$ cat config.mk
export PLATFORM = sky130hd
export DESIGN_NAME = riscv_fetch
export DESIGN_NICKNAME = d
export VERILOG_FILES = /design/src/rtl/riscv_constants.sv /design/src/rtl/riscv_defs.sv /design/src/rtl/riscv_fetch_fifo.sv /design/src/rtl/riscv_fetch.sv
export SDC_FILE = /design/constraint.sdc
export NUM_CORES = 1
export LEC_CHECK = 0
export CAP_MARGIN = 20
export CELL_PAD_IN_SITES_DETAIL_PLACEMENT = 1
export CELL_PAD_IN_SITES_GLOBAL_PLACEMENT = 2
export CORE_MARGIN = 8
export CORE_UTILIZATION = 41
export CTS_CLUSTER_SIZE = 25
export DETAILED_ROUTE_END_ITERATION = 8
export PLACE_DENSITY_LB_ADDON = 0.3
export SLEW_MARGIN = 20
export SYNTH_ARGS = -nofsm -noshare
export SYNTH_HDL_FRONTEND = slang
export SYNTH_SLANG_ARGS = --single-unit
$ cat constraint.sdc
create_clock -name clk -period 3.8 [get_ports clk]
set_input_delay 0.76 -clock clk [delete_from_list [all_inputs] [get_ports clk]]
set_output_delay 0.76 -clock clk [all_outputs]
set_load 0.02 [all_outputs]
$ cat src/rtl/riscv_constants.sv
// Architectural constants shared by the fetch stage and its bench.
package riscv_constants;

  localparam logic [31:0] RESET_PC_DEF = 32'h0000_0000;
  localparam logic [31:0] INST_NOP     = 32'h0000_0013;

endpackage

$ cat src/rtl/riscv_defs.sv
// Shared fetch-stage types: FSM state encoding, FIFO entry layout, saturating add.
package riscv_defs;

  localparam int XLEN = 32;

  typedef enum logic {
    FETCH_RUN   = 1'b0,
    FETCH_FLUSH = 1'b1
  } FETCH_STATE;

  typedef struct packed {
    logic [XLEN-1:0] pc;
    logic [XLEN-1:0] inst;
  } fetch_entry_t;

  function automatic logic [31:0] sat_add32(input logic [31:0] a, input logic [31:0] b);
    logic [32:0] s;
    s = {1'b0, a} + {1'b0, b};
    return s[32] ? 32'hFFFF_FFFF : s[31:0];
  endfunction

endpackage

$ cat src/rtl/riscv_fetch_fifo.sv
// Synchronous first-word-fall-through FIFO with flush; DEPTH must be a power of 2.
module riscv_fetch_fifo #(
  parameter int WIDTH = 32,
  parameter int DEPTH = 4
) (
  input  logic                     clk,
  input  logic                     rst,
  input  logic                     push_i,
  input  logic                     pop_i,
  input  logic                     flush_i,
  input  logic [WIDTH-1:0]         data_i,
  output logic [WIDTH-1:0]         data_o,
  output logic [$clog2(DEPTH):0]   count_o
);

  localparam int AW = $clog2(DEPTH);

  logic [WIDTH-1:0] mem_q [DEPTH];
  logic [AW-1:0]    rd_q, wr_q;
  logic [AW:0]      cnt_q;

  always_ff @(posedge clk or posedge rst) begin
    if (rst) begin
      rd_q  <= '0;
      wr_q  <= '0;
      cnt_q <= '0;
    end else if (flush_i) begin
      rd_q  <= '0;
      wr_q  <= '0;
      cnt_q <= '0;
    end else begin
      if (push_i) wr_q <= wr_q + AW'(1);
      if (pop_i)  rd_q <= rd_q + AW'(1);
      case ({push_i, pop_i})
        2'b10:   cnt_q <= cnt_q + (AW+1)'(1);
        2'b01:   cnt_q <= cnt_q - (AW+1)'(1);
        default: cnt_q <= cnt_q;
      endcase
    end
  end

  // Storage needs no reset: count gates every read.
  always_ff @(posedge clk) begin
    if (push_i && !flush_i) mem_q[wr_q] <= data_i;
  end

  assign data_o  = mem_q[rd_q];
  assign count_o = cnt_q;

endmodule

$ cat src/rtl/riscv_fetch.sv
// Instruction fetch stage: PC, credit-limited imem issue, in-order {pc,inst} buffer, redirect flush.
// Optional perf counters enabled by defining RISCV_FETCH_PERF_EN.
module riscv_fetch
  import riscv_defs::*;
  import riscv_constants::*;
#(
  parameter int                WORD_LENGTH = 32,
  parameter logic [31:0]       RESET_PC    = RESET_PC_DEF,
  parameter int                DEPTH       = 4,
  parameter int                MAX_OUTST   = 2
) (
  input  logic                   clk,
  input  logic                   rst,
  output logic                   imem_req_o,
  input  logic                   imem_gnt_i,
  output logic [WORD_LENGTH-1:0] imem_addr_o,
  input  logic                   imem_rvalid_i,
  input  logic [WORD_LENGTH-1:0] imem_rdata_i,
  input  logic                   redirect_i,
  input  logic [WORD_LENGTH-1:0] redirect_pc_i,
  output logic                   inst_valid_o,
  input  logic                   inst_ready_i,
  output logic [WORD_LENGTH-1:0] inst_o,
`ifdef RISCV_FETCH_PERF_EN
  output logic [WORD_LENGTH-1:0] pc_o,
  output logic [31:0]            perf_fetched_o,
  output logic [31:0]            perf_flushed_o
`else
  output logic [WORD_LENGTH-1:0] pc_o
`endif
);

  localparam int CW = $clog2(DEPTH);
  localparam logic [CW+1:0] DEPTH_C = (CW+2)'(DEPTH);
  localparam logic [CW:0]   MAXO_C  = (CW+1)'(MAX_OUTST);

  FETCH_STATE             state_q;
  logic [WORD_LENGTH-1:0] pc_q;
  logic [CW:0]            outst_q, drop_q, outst_nx;
  logic [CW:0]            inst_cnt, tag_cnt;
  logic [CW+1:0]          credit;
  logic                   grant, rsp_keep, pop;
  logic [WORD_LENGTH-1:0] tag_pc;
  fetch_entry_t           push_ent, head_ent;

  assign credit     = {1'b0, inst_cnt} + {1'b0, outst_q};
  assign imem_req_o = !rst && state_q == FETCH_RUN && !redirect_i &&
                      credit < DEPTH_C && outst_q < MAXO_C;
  assign imem_addr_o = pc_q;
  assign grant      = imem_req_o & imem_gnt_i;
  // Responses are only buffered in RUN; the redirect cycle's response is stale by definition.
  assign rsp_keep   = imem_rvalid_i && state_q == FETCH_RUN && !redirect_i && tag_cnt != '0;

  assign inst_valid_o = inst_cnt != '0 && !redirect_i;
  assign pop          = inst_valid_o & inst_ready_i;
  assign inst_o       = head_ent.inst;
  assign pc_o         = head_ent.pc;
  assign push_ent     = '{pc: tag_pc, inst: imem_rdata_i};

  always_comb begin
    outst_nx = outst_q;
    if (grant)         outst_nx = outst_nx + (CW+1)'(1);
    if (imem_rvalid_i) outst_nx = outst_nx - (CW+1)'(1);
  end

  always_ff @(posedge clk or posedge rst) begin
    if (rst) begin
      state_q <= FETCH_RUN;
      pc_q    <= RESET_PC;
      outst_q <= '0;
      drop_q  <= '0;
    end else begin
      outst_q <= outst_nx;
      if (redirect_i) begin
        // Everything still in flight after this edge is stale.
        pc_q    <= redirect_pc_i & ~(WORD_LENGTH'(3));
        drop_q  <= outst_nx;
        state_q <= (outst_nx != '0) ? FETCH_FLUSH : FETCH_RUN;
      end else begin
        if (grant) pc_q <= pc_q + WORD_LENGTH'(4);
        if (state_q == FETCH_FLUSH && imem_rvalid_i) begin
          drop_q <= drop_q - (CW+1)'(1);
          if (drop_q == (CW+1)'(1)) state_q <= FETCH_RUN;
        end
      end
    end
  end

  riscv_fetch_fifo #(.WIDTH(WORD_LENGTH), .DEPTH(DEPTH)) u_tag_q (
    .clk     (clk),
    .rst     (rst),
    .push_i  (grant),
    .pop_i   (rsp_keep),
    .flush_i (redirect_i),
    .data_i  (pc_q),
    .data_o  (tag_pc),
    .count_o (tag_cnt)
  );

  riscv_fetch_fifo #(.WIDTH($bits(fetch_entry_t)), .DEPTH(DEPTH)) u_inst_q (
    .clk     (clk),
    .rst     (rst),
    .push_i  (rsp_keep),
    .pop_i   (pop),
    .flush_i (redirect_i),
    .data_i  (push_ent),
    .data_o  (head_ent),
    .count_o (inst_cnt)
  );

`ifdef RISCV_FETCH_PERF_EN
  logic [31:0] flush_inc;

  always_comb begin
    flush_inc = '0;
    if (redirect_i)
      flush_inc = 32'(inst_cnt) + 32'(imem_rvalid_i);
    else if (state_q == FETCH_FLUSH && imem_rvalid_i)
      flush_inc = 32'd1;
  end

  always_ff @(posedge clk or posedge rst) begin
    if (rst) begin
      perf_fetched_o <= '0;
      perf_flushed_o <= '0;
    end else begin
      perf_fetched_o <= sat_add32(perf_fetched_o, 32'(pop));
      perf_flushed_o <= sat_add32(perf_flushed_o, flush_inc);
    end
  end
`endif

endmodule

==> run metrics <==
top-area cell type share of the netlist area a little under 70%; first-pass GRT wire length 57200 um; Max Clk Rate 284 MHz; Placer Congestion 0.753; vias 8460; CP Data Arrival Time roughly 2800 ps; most numerous cell in the Yosys netlist edfxtp_1; max-cap violation count 0; Fin Hold WS around 530 ps; ratio of cells with drive above 1 in the final layout 19.6%; most common library cells after synthesis 368 x edfxtp_1, 93 x mux4_2, 52 x nand2_1; Most used DFF post-synth edfxtp_1; Final Hold Viols 0; Pint 7580 uW; part of the power in registers 53.9%; Setup TNS 0 ps; VDD IR-drop max 0.319 mV; Min-Delay Path Class reg -> reg; Clock Power Share 40.5%; total gr overflow 0; CTS max path bufs 3; # resized after CTS 0; antenna violations before repair 0; combinational share of power 5.5%; Power Dens Cells 477 nW/um^2; Syn Area/Cell just under 20 sq um; vias in the first global route about 9300; Final Cycle Share 92.5%; Crit. End Element output port; Post-CTS Setup Repair Bufs 0; Filler Cell Count 3657; Psw 2090 uW; register area share after synthesis 75.1%; fin area roughly 20000 sq um; Die X 216 um; sw frac 21.6%; clock latency on the worst-skew pair between 500 and 600 ps; area share of fa/ha/maj cells after synthesis between 1 and 1.5%; cts hold-fix bufs 0; worst path bufs/invs 1; nets 1131; Critical Path RT slightly above 3000 ps; row cnt 73; total wire length 36700 um; Num CTS Buffers 44; Post-Synth XOR/XNOR Area 1.07%; startpoint class of the critical path register; die area 46700 sq um; CTS clock-pin slew for the worst setup and hold paths approximately 60 ps; Worst-Margin Slew 909 ps; multiplexer area fraction after synthesis 13.5%; Synth Area in Compound Gates 2.70%; static leakage 0.00657 uW; Synth Cell Area 16400 sq um; Initial Util between 40 and 50%; total track usage 15.7%; Placed Area around 19000 sq um; Worst Skew just over 20 ps; DRT antenna net count 0; CTS sink count 419; main combinational cell family by area after synthesis multiplexers; count of final setup violators 0; Layout Area Growth over Synthesis 23.5%; Post-synth EDFFs 368; RSZ-0062 raised after global routing false; synth warn 0; Worst slew margin 38.9%; pin count of the biggest net entering global routing 50; fin crit period 3520 ps; simple-gate share of the synthesized area approximately 4.8%; number of remaining DRC errors 0; Top Ports 168; Vias/cell 5.28; maximum fanout along the worst path 7; port bufs 161; cells along the critical path ha_1 > nor4_1 > nand2_1 > nor4_1 > clkdlybuf4s50_1; Die Ht roughly 220 um; synthesized netlist cell count 839; final slew viol count 0; area of the multi-input gates slightly below 4000 sq um; Core Area between 30000 and 40000 sq um; #FFs+latches synth 419; Detailed Place HPWL 24000 um; WL per Instance ~23 um; root buf cell clkbuf_16; CTS tree yes; DRT iter0 DRCs 411; Crit-path slowest cell clkdlybuf4s50_1; slowest stage delay, CP roughly 660 ps; DR pass1 iterations 5; post-synth top area cell edfxtp_1; family with the most delay on the worst path simple AND/OR/NAND/NOR gates; Synth area leaders edfxtp_1 67%, mux4_2 13%, dfrtp_1 7.8%, nand2_1 1.2%, ha_1 1.1%; Worst path most repeated cell nor4_1; status finished, final reports clean; Synth async-reset ratio 12.2%; register area 12300 sq um; Distinct cells, synth 56; Crit Path Class reg -> out; H-tree levels 2; diode count 0
-- per-stage QoR --
| step | util, % | instances | total power [uW] | setup slack (ps) |
|---|---|---|---|---|
| after floorplan | - | 842 | 5570 | 131 |
| after global placement | 47.8 | 1523 | 5840 | 484 |
| after detailed placement | 47.8 | 1523 | 5850 | 485 |
| after CTS | 51.1 | 1603 | 9800 | 217 |
| after global routing | 51.1 | 1603 | 10000 | 67.3 |
| final | 51.1 | 1603 | 9670 | 284 |
-- area by class of cell --
cell class,instances,area share [%]
inverter,15,0.278
clock buffer,55,5.74
tap,525,3.24
timing repair buffer,198,10.0
sequential,419,60.8
clock inverter,25,0.753
multi-input combinational,366,19.1
-- cells in the final DEF (no fill, tap or decap), drive strengths merged, types with 3 or more instances in the layout --
master	synthesis	layout
nor3	9	9
edfxtp	368	368
nand2	52	52
clkdlybuf4s50	0	160
o31ai	4	4
mux2	7	7
and3	4	4
or4	5	5
o211ai	3	3
mux4	93	93
a21oi	10	10
inv	15	18
nand4	11	11
nor2	16	16
clkinvlp	0	3
xor2	6	6
ha	15	15
or2	3	3
a311o	3	3
dfrtp	51	51
nor2b	7	7
nand2b	4	4
a31oi	3	3
mux2i	4	4
nand3	15	15
nor4	4	4
conb	1	4
o21ai	31	31
and2	8	8
and4	3	3
buf	20	38
clkbuf	22	55
xnor2	14	14
nor3b	4	4
o311ai	5	5
clkinv	0	18
-- power groups by stage --
stage	clock, uW	sequential [uW]	combinational (uW)
after floorplan	0	5290	277
after global placement	0	5310	533
after detailed placement	0	5310	540
after CTS	4040	5220	545
after global routing	4210	5230	595
final	3920	5210	535
-- state kept, by name (all words and copies together), names as in the netlist, 3 cells and up --
name and flops:
u_tag_q.mem_q 120, outst_q 3, u_inst_q.count_o 3, drop_q 3
imem_addr_o 30, u_inst_q.mem_q 248, u_tag_q.count_o 3
-- layer usage --
metal  track usage (%)  vias up  share of wire (%)
met1              20.3     4439                 43
met2              26.9      179                 50
met4              3.67        0                1.6
met3              3.59       42                5.5
li1                  -     3800                  -
met5                 0        -                  0
-- worst paths after layout --
path / cells after the start / slack [ps] / to / start
max in group asynchronous: 3 / 2430 / u_tag_q.count_o[0] / rst
hold / removal: 1 / 530 / u_inst_q.count_o[2] / u_inst_q.count_o[2]
setup / recovery: 5 / 280 / imem_req_o / outst_q[1]
hold reg to reg: 1 / 530 / u_inst_q.count_o[2] / u_inst_q.count_o[2]
min in group asynchronous: 2 / 650 / imem_addr_o[25] / rst
setup reg to reg: 6 / 920 / imem_addr_o[28] / imem_addr_o[3]
-- worst reg2reg max path, delay by kind of cell (launching register included) --
kind	cells	cell delay, ps
adder cells (fa/ha/maj)	1	250
flip-flops	1	540
AND/OR/NAND/NOR	5	2030
-- logic make-up (layout without fill, tap and decap cells) --
kind of cell	after synthesis	in the layout
fa+ha+maj	17	17
xor+xnor	20	20
simple gates	151	151
other cells	1	4
flops	419	419
mux	104	104
buf+inv	57	293
compound gates	70	70
Note: power is estimated with default switching activity, not from simulation.
